==> src/rtl/tof_event_logger_pkg.sv <==
// Shared event layout for the TOF logger and the register-map block.
// An event word packs {ts, dt, tof} from MSB down to LSB.
package tof_event_logger_pkg;

  localparam int TOF_W       = 32;
  localparam int DT_W        = 32;
  localparam int EVT_TOF_LSB = 0;
  localparam int EVT_DT_LSB  = EVT_TOF_LSB + TOF_W;
  localparam int EVT_TS_LSB  = EVT_DT_LSB + DT_W;

  // dt value reported when no first pulse preceded the capture
  localparam logic [DT_W-1:0] DT_NO_T0 = 32'hFFFF_FFFF;

  function automatic int tof_evt_w(input int ts_w);
    return TOF_W + DT_W + ts_w;
  endfunction

endpackage

==> src/rtl/tof_evt_fifo.sv <==
// Synchronous first-word-fall-through FIFO with a registered head word.
// The head is refilled from the array at the next read address, bypassing a write into an empty slot.
module tof_evt_fifo #(
  parameter int AW = 4,
  parameter int DW = 76
) (
  input  logic          clk,
  input  logic          resetn,
  input  logic [DW-1:0] wr_data,
  input  logic          wr,
  input  logic          rd,
  output logic [DW-1:0] rd_data,
  output logic          full,
  output logic          empty,
  output logic [AW:0]   level
);

  localparam int DEPTH = 2 ** AW;
  localparam logic [AW:0] DEPTH_L = (AW + 1)'(DEPTH);

  logic [DW-1:0] mem [DEPTH];
  logic [AW-1:0] wr_ptr_reg, rd_ptr_reg, rd_ptr_next;
  logic [AW:0]   level_reg, level_next;
  logic [DW-1:0] head_reg;
  logic          push, pop;

  assign empty       = (level_reg == '0);
  assign full        = (level_reg == DEPTH_L);
  assign pop         = rd & ~empty;
  assign push        = wr & (~full | pop);
  assign rd_ptr_next = rd_ptr_reg + AW'(pop);
  assign level_next  = level_reg + (AW + 1)'(push) - (AW + 1)'(pop);
  assign rd_data     = head_reg;
  assign level       = level_reg;

  always_ff @(posedge clk) begin
    if (push) mem[wr_ptr_reg] <= wr_data;
  end

  always_ff @(posedge clk) begin
    if (!resetn) begin
      wr_ptr_reg <= '0;
      rd_ptr_reg <= '0;
      level_reg  <= '0;
      head_reg   <= '0;
    end else begin
      wr_ptr_reg <= wr_ptr_reg + AW'(push);
      rd_ptr_reg <= rd_ptr_next;
      level_reg  <= level_next;
      // the slot written now becomes the head when nothing older remains
      if (push && level_reg == (AW + 1)'(pop)) head_reg <= wr_data;
      else                                     head_reg <= mem[rd_ptr_next];
    end
  end

endmodule

==> src/rtl/tof_event_logger.sv <==
// Timestamps detect_pls_0/1 pairs into TOF events queued for readout,
// and stretches each detect_pls_1 rise into a programmable-width trig_out pulse.
module tof_event_logger
  import tof_event_logger_pkg::*;
#(
  parameter int FIFO_AW   = 4,
  parameter int TS_WIDTH  = 32,
  parameter int STRETCH_W = 16
) (
  input  logic                 clk,
  input  logic                 resetn,
  input  logic                 log_enable,
  input  logic                 detect_pls_0,
  input  logic                 detect_pls_1,
  input  logic [31:0]          pulse_tof,
  input  logic [STRETCH_W-1:0] out_width,
  output logic                 trig_out,
  output logic                 evt_valid,
  input  logic                 evt_rd,
  output logic [31:0]          evt_tof,
  output logic [TS_WIDTH-1:0]  evt_ts,
  output logic [31:0]          evt_dt,
  output logic [FIFO_AW:0]     evt_level,
  output logic [15:0]          drop_cnt
);

  localparam int EVT_W = tof_evt_w(TS_WIDTH);

  logic                 d0_q_reg, d1_q_reg;
  logic [TS_WIDTH-1:0]  ts_reg, t0_reg, ts_diff;
  logic                 t0_valid_reg;
  logic [15:0]          drop_cnt_reg;
  logic [STRETCH_W-1:0] stretch_reg;
  logic                 rise0, rise1, capture, drop;
  logic [31:0]          dt;
  logic [EVT_W-1:0]     wr_data, rd_data;
  logic                 fifo_full, fifo_empty;

  assign rise0   = detect_pls_0 & ~d0_q_reg;
  assign rise1   = detect_pls_1 & ~d1_q_reg;
  assign capture = rise1 & log_enable;
  // full implies non-empty, so a pop is accepted whenever evt_rd is high here
  assign drop    = capture & fifo_full & ~evt_rd;

  // difference in timestamp width keeps dt correct across a ts wrap
  assign ts_diff = ts_reg - t0_reg;
  assign dt      = t0_valid_reg ? 32'(ts_diff) : DT_NO_T0;
  assign wr_data = {ts_reg, dt, pulse_tof};

  tof_evt_fifo #(
    .AW (FIFO_AW),
    .DW (EVT_W)
  ) u_fifo (
    .clk     (clk),
    .resetn  (resetn),
    .wr_data (wr_data),
    .wr      (capture),
    .rd      (evt_rd),
    .rd_data (rd_data),
    .full    (fifo_full),
    .empty   (fifo_empty),
    .level   (evt_level)
  );

  assign evt_valid = ~fifo_empty;
  assign evt_tof   = rd_data[EVT_TOF_LSB +: TOF_W];
  assign evt_dt    = rd_data[EVT_DT_LSB +: DT_W];
  assign evt_ts    = rd_data[EVT_TS_LSB +: TS_WIDTH];
  assign drop_cnt  = drop_cnt_reg;
  assign trig_out  = (stretch_reg != '0);

  always_ff @(posedge clk) begin
    if (!resetn) begin
      d0_q_reg     <= 1'b0;
      d1_q_reg     <= 1'b0;
      ts_reg       <= '0;
      t0_reg       <= '0;
      t0_valid_reg <= 1'b0;
      drop_cnt_reg <= '0;
      stretch_reg  <= '0;
    end else begin
      d0_q_reg <= detect_pls_0;
      d1_q_reg <= detect_pls_1;
      ts_reg   <= log_enable ? ts_reg + TS_WIDTH'(1) : '0;

      // a coincident rise0 re-arms after the capture has consumed the old t0
      if (!log_enable) begin
        t0_valid_reg <= 1'b0;
      end else begin
        if (capture) t0_valid_reg <= 1'b0;
        if (rise0) begin
          t0_reg       <= ts_reg;
          t0_valid_reg <= 1'b1;
        end
      end

      if (drop && drop_cnt_reg != 16'hFFFF) drop_cnt_reg <= drop_cnt_reg + 16'd1;

      if (rise1)                  stretch_reg <= out_width;
      else if (stretch_reg != '0) stretch_reg <= stretch_reg - STRETCH_W'(1);
    end
  end

endmodule

==> config.mk <==
export PLATFORM = sky130hd
export DESIGN_NAME = tof_event_logger
export DESIGN_NICKNAME = d
export VERILOG_FILES = /design/src/rtl/tof_event_logger_pkg.sv /design/src/rtl/tof_evt_fifo.sv /design/src/rtl/tof_event_logger.sv
export SDC_FILE = /design/constraint.sdc
export NUM_CORES = 2
export LEC_CHECK = 0
export CORE_MARGIN = 5
export CORE_UTILIZATION = 35
export CTS_CLUSTER_SIZE = 8
export DETAILED_ROUTE_END_ITERATION = 6
export HOLD_SLACK_MARGIN = 0.12
export PLACE_DENSITY_LB_ADDON = 0.3
export RECOVER_POWER = 25
export SLEW_MARGIN = 40
export SYNTH_ARGS = -nofsm -noshare
export SYNTH_HDL_FRONTEND = slang
export SYNTH_SLANG_ARGS = --single-unit
==> constraint.sdc <==
create_clock -name clk -period 12.1 [get_ports clk]
set_input_delay 1.21 -clock clk [delete_from_list [all_inputs] [get_ports clk]]
set_output_delay 1.21 -clock clk [all_outputs]
set_load 0.05 [all_outputs]
# After elaboration in Yosys (flattened, before gate mapping)
# Memories as Yosys holds them, arrays and structs flattened.
# Cells that the tools add are included.
# totals
reg_bits	208
ramBits	1536
inputBits	54
output_inout_bits	119
wordCells	52
n_memories	1
# mem_list
name	words	width	rd	rd_clocked_by_memory_dff	wr	line_no	text
u_fifo.mem	16	96	1	0	1	tof_evt_fifo.sv:21	logic [DW-1:0] mem [DEPTH];
# op_classes
addsub	8
n_eq_ne	3
mux	8
n_bitwise	13
n_reduce_logical	8
# op_table
operator	n
$mux 96	1
$add 32x1->32 const B	1
$mux 16	2
$mux 32	1
$sub 32x32->32	1
$add 16x1->16 const B	1
$ne 16x16->1 const B	1
$reduce_bool 16->1	1
$sub 16x1->16 const B	1
$add 4x1->4	2
$and 1x1->1	7
$add 5x1->5	1
$eq 5x1->1	1
$eq 5x5->1 const B	1
$logic_not 5->1	1
$not 1->1	5
$sub 5x1->5	1
$mux 1	4
$reduce_and 2->1	2
$reduce_bool 2->1	2
$logic_and 1x1->1	2
$or 1x1->1	1

# Longest topological paths before layout
# depth
ltp_word	7
mapped_depth	16

# Modules after synthesis
# A second synthesis with hierarchy kept.
# unflattened
cells_unflattened	3469
area_unflattened_um2	67857.6
# modules_own_cells
mod	instances	cells_each	area_per_inst_um2	seq_area_each_um2
tof_evt_fifo	1	2648	61736.7	48306.3
tof_event_logger	1	821	6120.9	1981.9

# Worst setup path after synthesis
# Ideal clock, no wire load.
# synth_timing
kind	in2reg
startpoint	input log_enable
endpoint	memory u_fifo.mem[0][0] (netlist name) (enable)
setup_ps	668
t_arrival_ps	8546
setup_slack_ps	2886
stages	4
n_path_buf	0
cell_sequence	nand3b_1 > or2_2 > or3_1 > nor3_1
# synth_via
elab_chain_len	4
# synth_lines
item	line_no	text
from (decl)	tof_event_logger.sv:12	input logic log_enable,
$and 1x1->1	tof_event_logger.sv:41	assign capture = rise1 & log_enable;
$and 1x1->1	tof_evt_fifo.sv:30	assign push = wr & (~full | pop);
$mux 1	tof_evt_fifo.sv:37	if (push) mem[wr_ptr_reg] <= wr_data;
$mux 1 (implied by the code)	tof_evt_fifo.sv:37	
to (decl)	tof_evt_fifo.sv:21	
# No other way between the ends.

# Worst setup path after layout
# layout_timing
startpoint	register u_fifo.level_reg[2] (netlist: u_fifo.level[2])
endpoint	register u_fifo.head_reg[95] (netlist: u_fifo.rd_data[95])
# layout_via
word_cells_on_any_way	12
# layout_rtl
item	line_no	text
from (decl)	tof_evt_fifo.sv:23	logic [AW:0] level_reg, level_next;
from (signal assigned)	tof_evt_fifo.sv:49	level_reg <= level_next;
$logic_not 5->1	tof_evt_fifo.sv:27	assign empty = (level_reg == '0);
$not 1->1	tof_evt_fifo.sv:29	assign pop = rd & ~empty;
$and 1x1->1	tof_evt_fifo.sv:29	
$add 4x1->4	tof_evt_fifo.sv:31	assign rd_ptr_next = rd_ptr_reg + AW'(pop);
via u_fifo.rd_ptr_next[1]	tof_evt_fifo.sv:22	logic [AW-1:0] wr_ptr_reg, rd_ptr_reg, rd_ptr_next;
$mem_v2 16x96	-	
$mux 96	tof_evt_fifo.sv:51	if (push && level_reg == (AW + 1)'(pop)) head_reg <= wr_data;
to (signal assigned)	tof_evt_fifo.sv:51	
to (signal assigned)	tof_evt_fifo.sv:52	else head_reg <= mem[rd_ptr_next];
to (decl)	tof_evt_fifo.sv:24	logic [DW-1:0] head_reg;
# The timed path passes the listed nets, and every way through them passes these cells.
# A chain may end at the register's enable or synchronous reset.

==> reports/metrics.cfg <==
[status]
outcome = finished, violations left
violations = max-capacitance violations, max-slew violations

[yosys]
synth_enable_flop_cells = 1536
synth-async-reset-ratio_pct = 0
ys_ff_latch = 1744
syn_inst = 3486
synth_warnings = 0
synthesis.nets = 3586
yosysSeqAreaShare_pct = 74.0
synth_cell_types = 80
synth_area_mm2 = 0.0679
synthFlopType = edfxtp_1
syn_avg_cell_area_um2 = 19.5

[critical_path]
crit_type = register to register
max_stage_delay_ns = 0.66
path_cells = inv_1 > ha_1 > nand2b_1 > nor2_1 > nand2_1 > and2_1 > ha_4 > ha_4 > buf_12 > buf_4 > mux4_2 > mux4_2 > nand2_1 > a21oi_1
path_max_fanout = 114
r2r_start = u_fifo.level[2]$_SDFF_PN0_
cp-endpoint = u_fifo.rd_data[95]$_SDFF_PN0_
cp.arrival_ns = 5.40
r2r-end = u_fifo.rd_data[95]$_SDFF_PN0_
critical_path.startpoint_type = register
critPathRequiredTime_ns = 12.76
r2r_setup_slack_ns = 7.37
startpoint = u_fifo.level[2]$_SDFF_PN0_
reg2regPathDepth = 14
crit_slowest_cell = buf_4
cp-end-kind = register

[power_and_ir_drop]
p_comb_share_pct = 25.1
leakage_nw = 25.4
p_int_w = 0.0125
peakVddDrop_v = 0.000156
pwr-share-clk_pct = 35.6
power_density_mw_per_mm2 = 216
switchingPower_w = 0.00480
seq_power_share_pct = 39.3
switching_share_pct = 27.7

[detailed_routing]
drc = 0
drt-pass1-iter-count = 5
via_per_inst = 5.30
ant_nets = 0
post_drt_wl_per_cell_um = 26.3
wl_mm = 172
drtIter0Drc = 2919
vias = 34600

[clock_tree]
cts_buffers = 236
cts_setup_buffers = 0
clock_sinks = 1744
clock_latency_ns = 0.88
cts_buffer_depth = 3
cts_max_level = 4
post_cts_resized = 0
clkTransAtPathRegs_ns = 0.05
holdBufCountCts = 0
cts-root-buf = clkbuf_16
cts_tree = yes

[floorplanning]
fp-row-count = 161
io_pins = 173
die_area_mm2 = 0.203
initial_utilization_pct = 35.2
die_w_um = 451
core_mm2 = 0.193
die_h_um = 451

[sta]
timing.setup.tns_ns = 0
rsz0062_at_grt = no
slew_headroom_pct = -20.1
fin_worst_skew_ns = 0.0816
fmax_ghz = 0.211
finalCritPeriodShare_pct = 39.1
layout_min_cycle_time_ns = 4.73
finalHoldViolations = 0
hold_ws_ns = 0.455
finalSetupViolCount = 0
slew_violations = 25
worst_pin_slew_ns = 1.80

[final_layout]
regMostFlops = u_fifo.mem
layout-drive-gt1-share_pct = 21.5
nets = 3901
syn_to_final_growth_pct = 18.3
layout_commonest_cell = edfxtp_1
final_cell_mix = edfxtp_1, mux4_2, nand2_1, clkbuf_16, dfxtp_1
largest_reg_flops = 1536
fill_cells = 16700
finalNonFillerCells = 6537

[global_route]
grt-ovfl-total = 0
grt_pass1_wl_mm = 251
grt_max_degree = 115
grt_use_total_pct = 16.7
antenna_found_initial = 6
grt_pass1_vias = 35800

[hold_path]
min_path_cells = 2
hp-class = register to register

[placement]
portBuffers = 172
place.gp.congestion = 0.825
hpwl_mm = 87.3
dp.cells = 6088

[flow_run]
maxCapViolCount = 1

## how the worst min path moves through the flow
| stage | startpoint | to | slack, ns |
|---|---|---|---|
| 3_3_place_gp | t0_reg[21]$_SDFFE_PN0P_ | t0_reg[21]$_SDFFE_PN0P_ | 0.44 |
| 6_report | t0_reg[20]$_SDFFE_PN0P_ | t0_reg[20]$_SDFFE_PN0P_ | 0.46 |
| 2_1_floorplan | t0_reg[10]$_SDFFE_PN0P_ | t0_reg[10]$_SDFFE_PN0P_ | 0.44 |
| 4_1_cts | t0_reg[13]$_SDFFE_PN0P_ | t0_reg[13]$_SDFFE_PN0P_ | 0.45 |
| 5_1_grt | t0_reg[7]$_SDFFE_PN0P_ | t0_reg[7]$_SDFFE_PN0P_ | 0.47 |
| 3_5_place_dp | t0_reg[13]$_SDFFE_PN0P_ | t0_reg[13]$_SDFFE_PN0P_ | 0.45 |
## synthesized netlist by cell type, types with 10 or more instances
library cell / n / area [um2]
a211oi_1: 15 / 113
a21o_1: 13 / 97.6
a21oi_1: 161 / 806
a31oi_1: 11 / 68.8
and2_1: 17 / 106
buf_2: 54 / 270
clkbuf_1: 113 / 424
dfxtp_1: 208 / 4160
edfxtp_1: 1536 / 46100
ha_1: 44 / 551
inv_1: 64 / 240
mux4_2: 476 / 10700
nand2_1: 294 / 1100
nand2b_1: 17 / 106
nand3_1: 34 / 170
nand4_1: 14 / 87.6
nor2_1: 111 / 417
nor2b_1: 10 / 62.6
nor3_1: 19 / 95.1
o21ai_0: 43 / 215
or3_1: 18 / 113
xnor2_1: 33 / 289
xor2_1: 36 / 315
## final cells by class
cell class / count / area [um2] / area share (%)
flip-flops and latches: 1744 / 50300 / 62.6
multi-input cells: 1498 / 16800 / 20.9
clock buffers: 429 / 6640 / 8.26
repair buffers: 256 / 2820 / 3.51
well taps: 2526 / 3160 / 3.93
inverters: 65 / 249 / 0.310
diodes: 3 / 7.51 / 0.00934
clock inverters: 16 / 399 / 0.497
## kinds of logic (layout without fill, tap and decap cells)
kind of cell / after synthesis / in the layout / share of synthesized area (%)
simple gates: 578 / 578 / 3.85
mux: 488 / 488 / 16.0
buf+inv: 244 / 766 / 1.51
xor+xnor: 70 / 70 / 0.913
fa+ha+maj: 46 / 46 / 0.869
flops: 1744 / 1744 / 74.0
other cells: 0 / 3 / 0
compound gates: 316 / 316 / 2.87
## routing by layer
metal	up-vias	share of wire, %	GRT usage (%)
met4	0	2.1	4.55
li1	14700	-	-
met1	18700	41	21.6
met2	999	52	29.4
met3	232	4.7	2.61
met5	-	0	0
## per-stage QoR
stage / total power [W] / area [um2] / worst slack [ns] / util [%]
floorplan: 0.0102 / 67900 / 2.89 / -
global placement: 0.0113 / 72900 / 6.09 / 37.8
detailed placement: 0.0114 / 73300 / 6.29 / 38.0
CTS: 0.0176 / 80400 / 7.02 / 41.7
global route: 0.0181 / 80400 / 7.02 / 41.7
finish: 0.0173 / 80400 / 7.37 / 41.7
## worst max-delay path, delay by kind of cell (launching register included)
kind	cells	cell delay, ns
simple gates	5	0.67
mux	2	0.90
compound gates	1	0.11
flops	1	0.32
fa+ha+maj	3	0.97
buf+inv	3	1.31
## power by group through the flow
stage | registers, W | clock network (W) | logic [W]
2_1_floorplan | 0.00735 | 0 | 0.00288
3_3_place_gp | 0.00694 | 0 | 0.00437
3_5_place_dp | 0.00694 | 0 | 0.00444
4_1_cts | 0.00682 | 0.00632 | 0.00445
5_1_grt | 0.00682 | 0.00660 | 0.00466
6_report | 0.00681 | 0.00618 | 0.00434
(Power assumes the default switching activity.)
